--- config.mk ---
export PLATFORM = sky130hd
export DESIGN_NAME = alu_ex_stage
export DESIGN_NICKNAME = d
export VERILOG_FILES = /design/src/rtl/alu_ex_stage.sv
export SDC_FILE = /design/constraint.sdc
export NUM_CORES = 1
export LEC_CHECK = 0
export ABC_AREA = 1
export CORE_MARGIN = 2
export CORE_UTILIZATION = 40
export DETAILED_ROUTE_END_ITERATION = 16
export MAX_ROUTING_LAYER = met4
export PLACE_DENSITY = 0.72
export SYNTH_ARGS = -nofsm -noshare
export SYNTH_HDL_FRONTEND = slang
export SYNTH_SLANG_ARGS = --single-unit
--- constraint.sdc ---
create_clock -name clk -period 5.95 [get_ports clk]
set_input_delay 1.19 -clock clk [delete_from_list [all_inputs] [get_ports clk]]
set_output_delay 1.19 -clock clk [all_outputs]
set_load 0.01 [all_outputs]
--- src/rtl/alu_ex_stage.sv ---
// Execute stage of the pipelined MIPS core.
// Applies operand forwarding and the immediate mux, runs the ALU, and
// captures the result, flags and pass-through control bits in the EX/MEM
// register. That register supports stall, flush and valid tracking.
//
// Valid semantics: in_valid marks a real instruction in ID/EX. A
// non-stalled edge copies in_valid into out_valid. There is no ready
// signal. Upstream observes stall and holds ID/EX while stall is high.
module alu_ex_stage #(
   parameter int WIDTH      = 32,
   parameter int REG_ADDR_W = 5
) (
   input  logic                  clk,
   input  logic                  rst,
   input  logic                  stall,
   input  logic                  flush,
   input  logic                  in_valid,
   input  logic [3:0]            Alu_control,
   input  logic [WIDTH-1:0]      read_data1,
   input  logic [WIDTH-1:0]      read_data2,
   input  logic [WIDTH-1:0]      imm,
   input  logic                  alu_src,
   input  logic [1:0]            fwd_a,
   input  logic [1:0]            fwd_b,
   input  logic [WIDTH-1:0]      wb_data,
   input  logic                  ovf_trap_en,
   input  logic [REG_ADDR_W-1:0] write_reg_in,
   input  logic                  reg_write_in,
   input  logic                  mem_read_in,
   input  logic                  mem_write_in,
   output logic [WIDTH-1:0]      alu_result,
   output logic [WIDTH-1:0]      store_data,
   output logic                  zero,
   output logic                  overflow,
   output logic [REG_ADDR_W-1:0] write_reg_out,
   output logic                  reg_write_out,
   output logic                  mem_read_out,
   output logic                  mem_write_out,
   output logic                  out_valid
);

   localparam logic [3:0] OP_AND = 4'b0000;
   localparam logic [3:0] OP_OR  = 4'b0001;
   localparam logic [3:0] OP_ADD = 4'b0010;
   localparam logic [3:0] OP_SUB = 4'b0110;
   localparam logic [3:0] OP_SLT = 4'b0111;
   localparam logic [3:0] OP_NOR = 4'b1100;
   localparam logic [3:0] OP_XOR = 4'b1101;

   logic [WIDTH-1:0] op_a;
   logic [WIDTH-1:0] rt_fwd;
   logic [WIDTH-1:0] op_b;
   logic [WIDTH-1:0] sum;
   logic [WIDTH-1:0] diff;
   logic             add_ovf;
   logic             sub_ovf;
   logic [WIDTH-1:0] result_c;
   logic             ovf_c;
   logic             trap_c;

   // Forwarding muxes. Select 11 falls back to the ID/EX value.
   // Select 10 uses the register's own output, which is the held value
   // while the stage is stalled.
   always_comb begin
      op_a = read_data1;
      case (fwd_a)
         2'b10:   op_a = alu_result;
         2'b01:   op_a = wb_data;
         default: op_a = read_data1;
      endcase
      rt_fwd = read_data2;
      case (fwd_b)
         2'b10:   rt_fwd = alu_result;
         2'b01:   rt_fwd = wb_data;
         default: rt_fwd = read_data2;
      endcase
      op_b = alu_src ? imm : rt_fwd;
   end

   // The adder and subtractor, with their signed-overflow detection.
   // slt reuses the subtractor's overflow so it stays correct when the
   // difference wraps.
   always_comb begin
      sum     = op_a + op_b;
      diff    = op_a - op_b;
      add_ovf = (op_a[WIDTH-1] == op_b[WIDTH-1]) && (sum[WIDTH-1] != op_a[WIDTH-1]);
      sub_ovf = (op_a[WIDTH-1] != op_b[WIDTH-1]) && (diff[WIDTH-1] != op_a[WIDTH-1]);
   end

   // ALU operation select. An undefined code produces 0 and no overflow.
   always_comb begin
      result_c = '0;
      ovf_c    = 1'b0;
      case (Alu_control)
         OP_AND: result_c = op_a & op_b;
         OP_OR:  result_c = op_a | op_b;
         OP_ADD: begin
            result_c = sum;
            ovf_c    = add_ovf;
         end
         OP_SUB: begin
            result_c = diff;
            ovf_c    = sub_ovf;
         end
         OP_SLT: result_c = {{(WIDTH-1){1'b0}}, diff[WIDTH-1] ^ sub_ovf};
         OP_NOR: result_c = ~(op_a | op_b);
         OP_XOR: result_c = op_a ^ op_b;
         default: begin
            result_c = '0;
            ovf_c    = 1'b0;
         end
      endcase
      trap_c = ovf_trap_en & ovf_c;
   end

   // EX/MEM register. Priority is rst, then flush, then stall, then load.
   // A trapped overflow blocks the register and memory writes, but the
   // overflow flag is still recorded.
   always_ff @(posedge clk) begin
      if (rst || flush) begin
         alu_result    <= '0;
         store_data    <= '0;
         zero          <= 1'b0;
         overflow      <= 1'b0;
         write_reg_out <= '0;
         reg_write_out <= 1'b0;
         mem_read_out  <= 1'b0;
         mem_write_out <= 1'b0;
         out_valid     <= 1'b0;
      end else if (!stall) begin
         alu_result    <= result_c;
         store_data    <= rt_fwd;
         zero          <= (result_c == '0);
         overflow      <= ovf_c;
         write_reg_out <= write_reg_in;
         reg_write_out <= in_valid & reg_write_in & ~trap_c;
         mem_read_out  <= in_valid & mem_read_in;
         mem_write_out <= in_valid & mem_write_in & ~trap_c;
         out_valid     <= in_valid;
      end
   end

endmodule
Yosys cells after proc, flatten, opt, wreduce, memory -nomap -nowiden
Cells that the tools add are included.

Reductions and logical operators: 5. $add $sub $neg: 2. Mux-type cells: 5. Eq/ne operators: 14. Bitwise operators: 12.

Operator list (number): $pmux 32 s7 (1); $pmux 32 s2 (2); $add 32x32->32 (1); $and 32x32->32 (1); $logic_not 32->1 (1); $mux 32 (1); $not 32->32 (1); $or 32x32->32 (1); $sub 32x32->32 (1); $xor 32x32->32 (1); $eq 4x3->1 const B (2); $eq 4x4->1 const B (2); $and 1x1->1 (6); $eq 2x1->1 const B (2); $eq 2x2->1 const B (2); $eq 4x1->1 const B (1); $eq 4x2->1 const B (1); $logic_not 4->1 (1); $ne 1x1->1 (3); $logic_and 1x1->1 (2); $pmux 1 s2 (1); $eq 1x1->1 (1); $logic_or 1x1->1 (1); $not 1->1 (1); $xor 1x1->1 (1).

Input bits: 151. Register bits after elaboration: 75. Output and inout bits: 75. Logic and storage cells: 47.

Longest topological paths before layout
Depth in word-level cells: 10. Depth in mapped cells: 35. Depth with buffers taken out: 31.

Worst setup path before layout
Ideal clock, no wire load.

Path type: input port to flip-flop. From: in fwd_b[0]. To: reg zero. Data required time: 5.883 ns. Path slack: 0.493 ns. Cell stages on the path: 29. Buffers on the path: 3. Library setup time: 0.067 ns. Data arrival time: 5.390 ns. Path through: inv_1 -> ha_1 -> clkbuf_1 -> inv_1 -> clkbuf_1 -> buf_1 -> o211ai_1 -> o21ai_0 -> o21ai_0 -> ha_1 -> nor2_2 -> nand2_1 -> nor3_2 -> nand2_1 -> nand2_1 -> nand2_1 -> a21oi_1 -> nor2_1 -> nor2_1 -> nor2_1 -> fa_1 -> o22ai_1 -> a211oi_1 -> o21ai_1 -> nor2_1 -> nand3_1 -> nor2_1 -> nand3_1 -> a21oi_2.

Word-level cells in the longest chain between the ends: 9. Elaborated cells between the ends (all ways): 16. Classes of those cells: add/sub (2); eq/ne (4); mux (3); bitwise (5); reduce/logical (2).

Ends and longest elaborated chain: from (decl) (line 24) `input logic [1:0] fwd_b,`; $eq 2x1->1 / $eq 2x2->1 (equally long branches) (line 72) `case (fwd_b)`; $pmux 32 s2 (*) (line 72); $mux 32 (*) (line 77) `op_b = alu_src ? imm : rt_fwd;`; $sub 32x32->32 (line 85) `diff = op_a - op_b;`; $ne 1x1->1 (line 87) `sub_ovf = (op_a[WIDTH-1] != op_b[WIDTH-1]) && (diff[WIDTH-1] != op_a[WIDTH-1]);`; $logic_and 1x1->1 (line 87); $xor 1x1->1 (line 105) `OP_SLT: result_c = {{(WIDTH-1){1'b0}}, diff[WIDTH-1] ^ sub_ovf};`; $pmux 32 s7 (*) (line 94) `case (Alu_control)`; $logic_not 32->1 (*) (line 133) `zero <= (result_c == '0);`; to (signal assigned) (line 133); to (decl) (line 33) `output logic zero,`.

Every way passes the cells marked *; elsewhere a longest branch is shown, timed or not. A chain may end at the register's enable or synchronous reset.

Worst setup path after layout
Ends and elaborated chain as after synthesis.

==> impl_results.md <==
* Pre-CTS setup slack at -0.110 ns
* Layout cell share with drive strength beyond 1 at 0.117
* Syn Nets at 2285
* Final non-filler cell total at 2745
* # IOs at 226
* Hpwl dp at 45600 um
* Post-synth top flop: dfxtp_1
* Max_cap viols at 0
* Cells after DPL at 2727
* Setup Crit Path Kind: input port to flip-flop
* Drt pass-1 iters at 5
* Post-DRT Antenna Nets at 0
* DR vias at 14600
* First-pass GRT wire length at 79100 um
* DRC errors left at 0
* Routed wire length at 54000 um
* Nets at 2631
* # diodes at 0
* Share of the synthesized area in the top cell type at 0.197
* Seq/Total Area, Yosys at 0.135
* Tcrit/Tclk final at 0.963
* Worst Path Required at 6.21 ns
* Kind of end point of the critical path: flip-flop
* Hold crit path type: flip-flop to flip-flop
* Largest net degree at the start of global routing at 54
* Vias in the first global route at 13700
* Ys async rst share at 0
* Setup crit start kind: input port
* Port Buf Inserts at 225
* Cell Area, Synth at 11100 um2
* Initial antenna violation count at 0
* Top cells by area, synth: nand2_1 20%, dfxtp_1 13%, ha_1 13%
* Worst Hold Margin at 0.464 ns
* Min cycle time layout at 5.73 ns
* Max VDD drop at 161 uV
* Met2 Track Usage GR at 0.574
* Fin area at 15500 um2
* Fill count at 2801
* TritonCTS clock tree: yes
* Final worst slack at 0.218 ns
* Worst rel slew slack at 0.379
* Worst slew pin tran at 0.926 ns
* Slowest-stage cell, CP: fa_1
* Routability Congestion at 1.03
* CORE AREA at 27600 um2
* Initial core utilization at 0.403
* Worst Skew at 0.00867 ns
* #FFs+latches synth at 75
* Die H at 171 um
* Num rows at 61
* Root Buffer: clkbuf_16
* Fin. max-slew vios at 0
* Critical path buffers and inverters at 4
* Status: complete, no violations
* GRT Total Usage at 0.373
* Lkg Pwr at 7.89 nW
* R2R setup slack at 1.63 ns
* Number of enable flip-flop cells after synthesis at 0
* CTS sink count at 75
* Yosys warnings at 0
* CP peak stage delay at 0.59 ns
* Met1 usage at 0.517
* Area Growth Syn to Fin at 38.8%
* Synth unique cells at 41
* Average wire per standard cell at 19.7 um
* Worst Path Max Fanout at 19
* Number of hold violations in the final report at 0
* Global Route met3 Usage at 0.0421
* Area after DPL at 15100 um2
* Via-per-instance ratio at 5.32
* Clk_lat worst skew at 0.34 ns
* CTS H-tree depth at 3
* Mean Syn Cell Area at 5.53 um2
* Fmax achieved at 0.174 GHz
* Grt total ovfl at 0
* CTS clk-pin slew, worst paths at 0.07 ns
* Die width at 171 um
* Synth Instances at 2016
* CP dominant cell by count: nor2_1
* # setup viols final at 0
* DR iter-0 viols at 1501
* Number of buffers created by CTS at 9
* Synth area leader: nand2_1
* Busiest layer in global routing: met2
* Pwr dens at 208 nW/um2
* RSZ-0062 raised after global routing: yes
* Critical Path AT at 5.99 ns
* Clock Path Buffers at 2
* Die Area at 29200 um2
* CP delay by family, top: simple AND/OR/NAND/NOR gates
==> sequential cells by signal, indices dropped and copies added (netlist names) <==
name,count
zero,1
write_reg_out,5
out_valid,1
mem_read_out,1
overflow,1
mem_write_out,1
alu_result,32
store_data,32
reg_write_out,1
==> final timing paths <==
kind	startpoint	endpoint	cells after the start
hold reg to reg	write_reg_out[2]	write_reg_out[2]	2
setup reg to reg	alu_result[3]	zero	26
setup / recovery	fwd_b[0]	zero	27
hold / removal	write_reg_out[2]	write_reg_out[2]	2
==> layout make-up <==
cell class	count	area (um2)	share of cell area
Multi-Input combinational cell	1477	7890	0.510
Timing Repair Buffer	425	3870	0.250
Tap cell	378	473	0.0306
Inverter	374	1400	0.0907
Sequential cell	75	1500	0.0970
Clock inverter	7	108	0.00695
Clock buffer	9	225	0.0146
==> synth_stat cells (all sizes together), types with 7 or more instances <==
master,number
o21bai,7
buf,35
nand2,593
dfxtp,75
nor2,172
o221ai,10
a211oi,24
nand4,21
ha,115
a21oi,107
a221o,10
a221oi,9
nor3,12
o211ai,50
inv,369
o21ai,183
nand3,134
clkbuf,55
o22ai,14
==> stage by stage <==
| step | utilization | TNS [ns] | total power, W |
|---|---|---|---|
| after global routing | 0.560 | -0.0305 | 0.00342 |
| after CTS | 0.558 | 0 | 0.00316 |
| after detailed placement | 0.546 | -0.219 | 0.00253 |
| after global placement | 0.546 | -0.280 | 0.00252 |
| final | 0.560 | 0 | 0.00322 |
| after floorplan | - | 0 | 0.00164 |
==> worst min-delay path, stage by stage (launching register included) <==
cell and delay, ns:
dfxtp_1 0.31, nand2_1 0.06, a21oi_1 0.05
==> cell usage in the layout (no fill, tap or decap), types with 9 or more instances in the layout <==
cell	synthesis	layout
clkbuf_16	0	10
o21ai_0	179	158
a21oi_1	105	105
nor2_1	159	158
a221oi_1	9	9
nor2_2	12	12
o21ai_1	4	19
o211ai_1	50	50
o22ai_1	14	14
ha_1	115	114
nand4_1	21	21
inv_1	355	353
clkdlybuf4s50_1	0	224
dfxtp_1	75	75
o221ai_1	10	10
nand2_1	585	585
a211oi_1	24	24
buf_4	5	190
a221o_1	10	10
inv_2	14	16
nand3_1	131	131
==> metal layers <==
layer | up-vias | share of wire
met3 | 67 | 0.082
li1 | 7124 | -
met1 | 6666 | 0.46
met2 | 750 | 0.43
met4 | 0 | 0.025
met5 | - | 0
==> repair_timing <==
action,4_1_cts,5_1_grt
endpoints found under the setup margin,0,5
hold buffers,0,0
resized for setup,0,32
buffers inserted,0,1
==> cells by family (layout without fill, tap and decap cells) <==
group,after synthesis,in the layout,share of synthesized area
flops,75,75,0.135
buf+inv,464,815,0.161
xor+xnor,2,2,0.00157
simple gates,939,939,0.349
fa+ha+maj,118,118,0.134
compound gates,418,418,0.220
==> power breakdown <==
part           leakage (nW)  switching [W]  internal (W)
combinational          7.12        0.00126      0.000792
sequential            0.612      0.0000166      0.000524
clock                 0.160       0.000249      0.000377
Note: power is estimated with default switching activity, not from simulation.
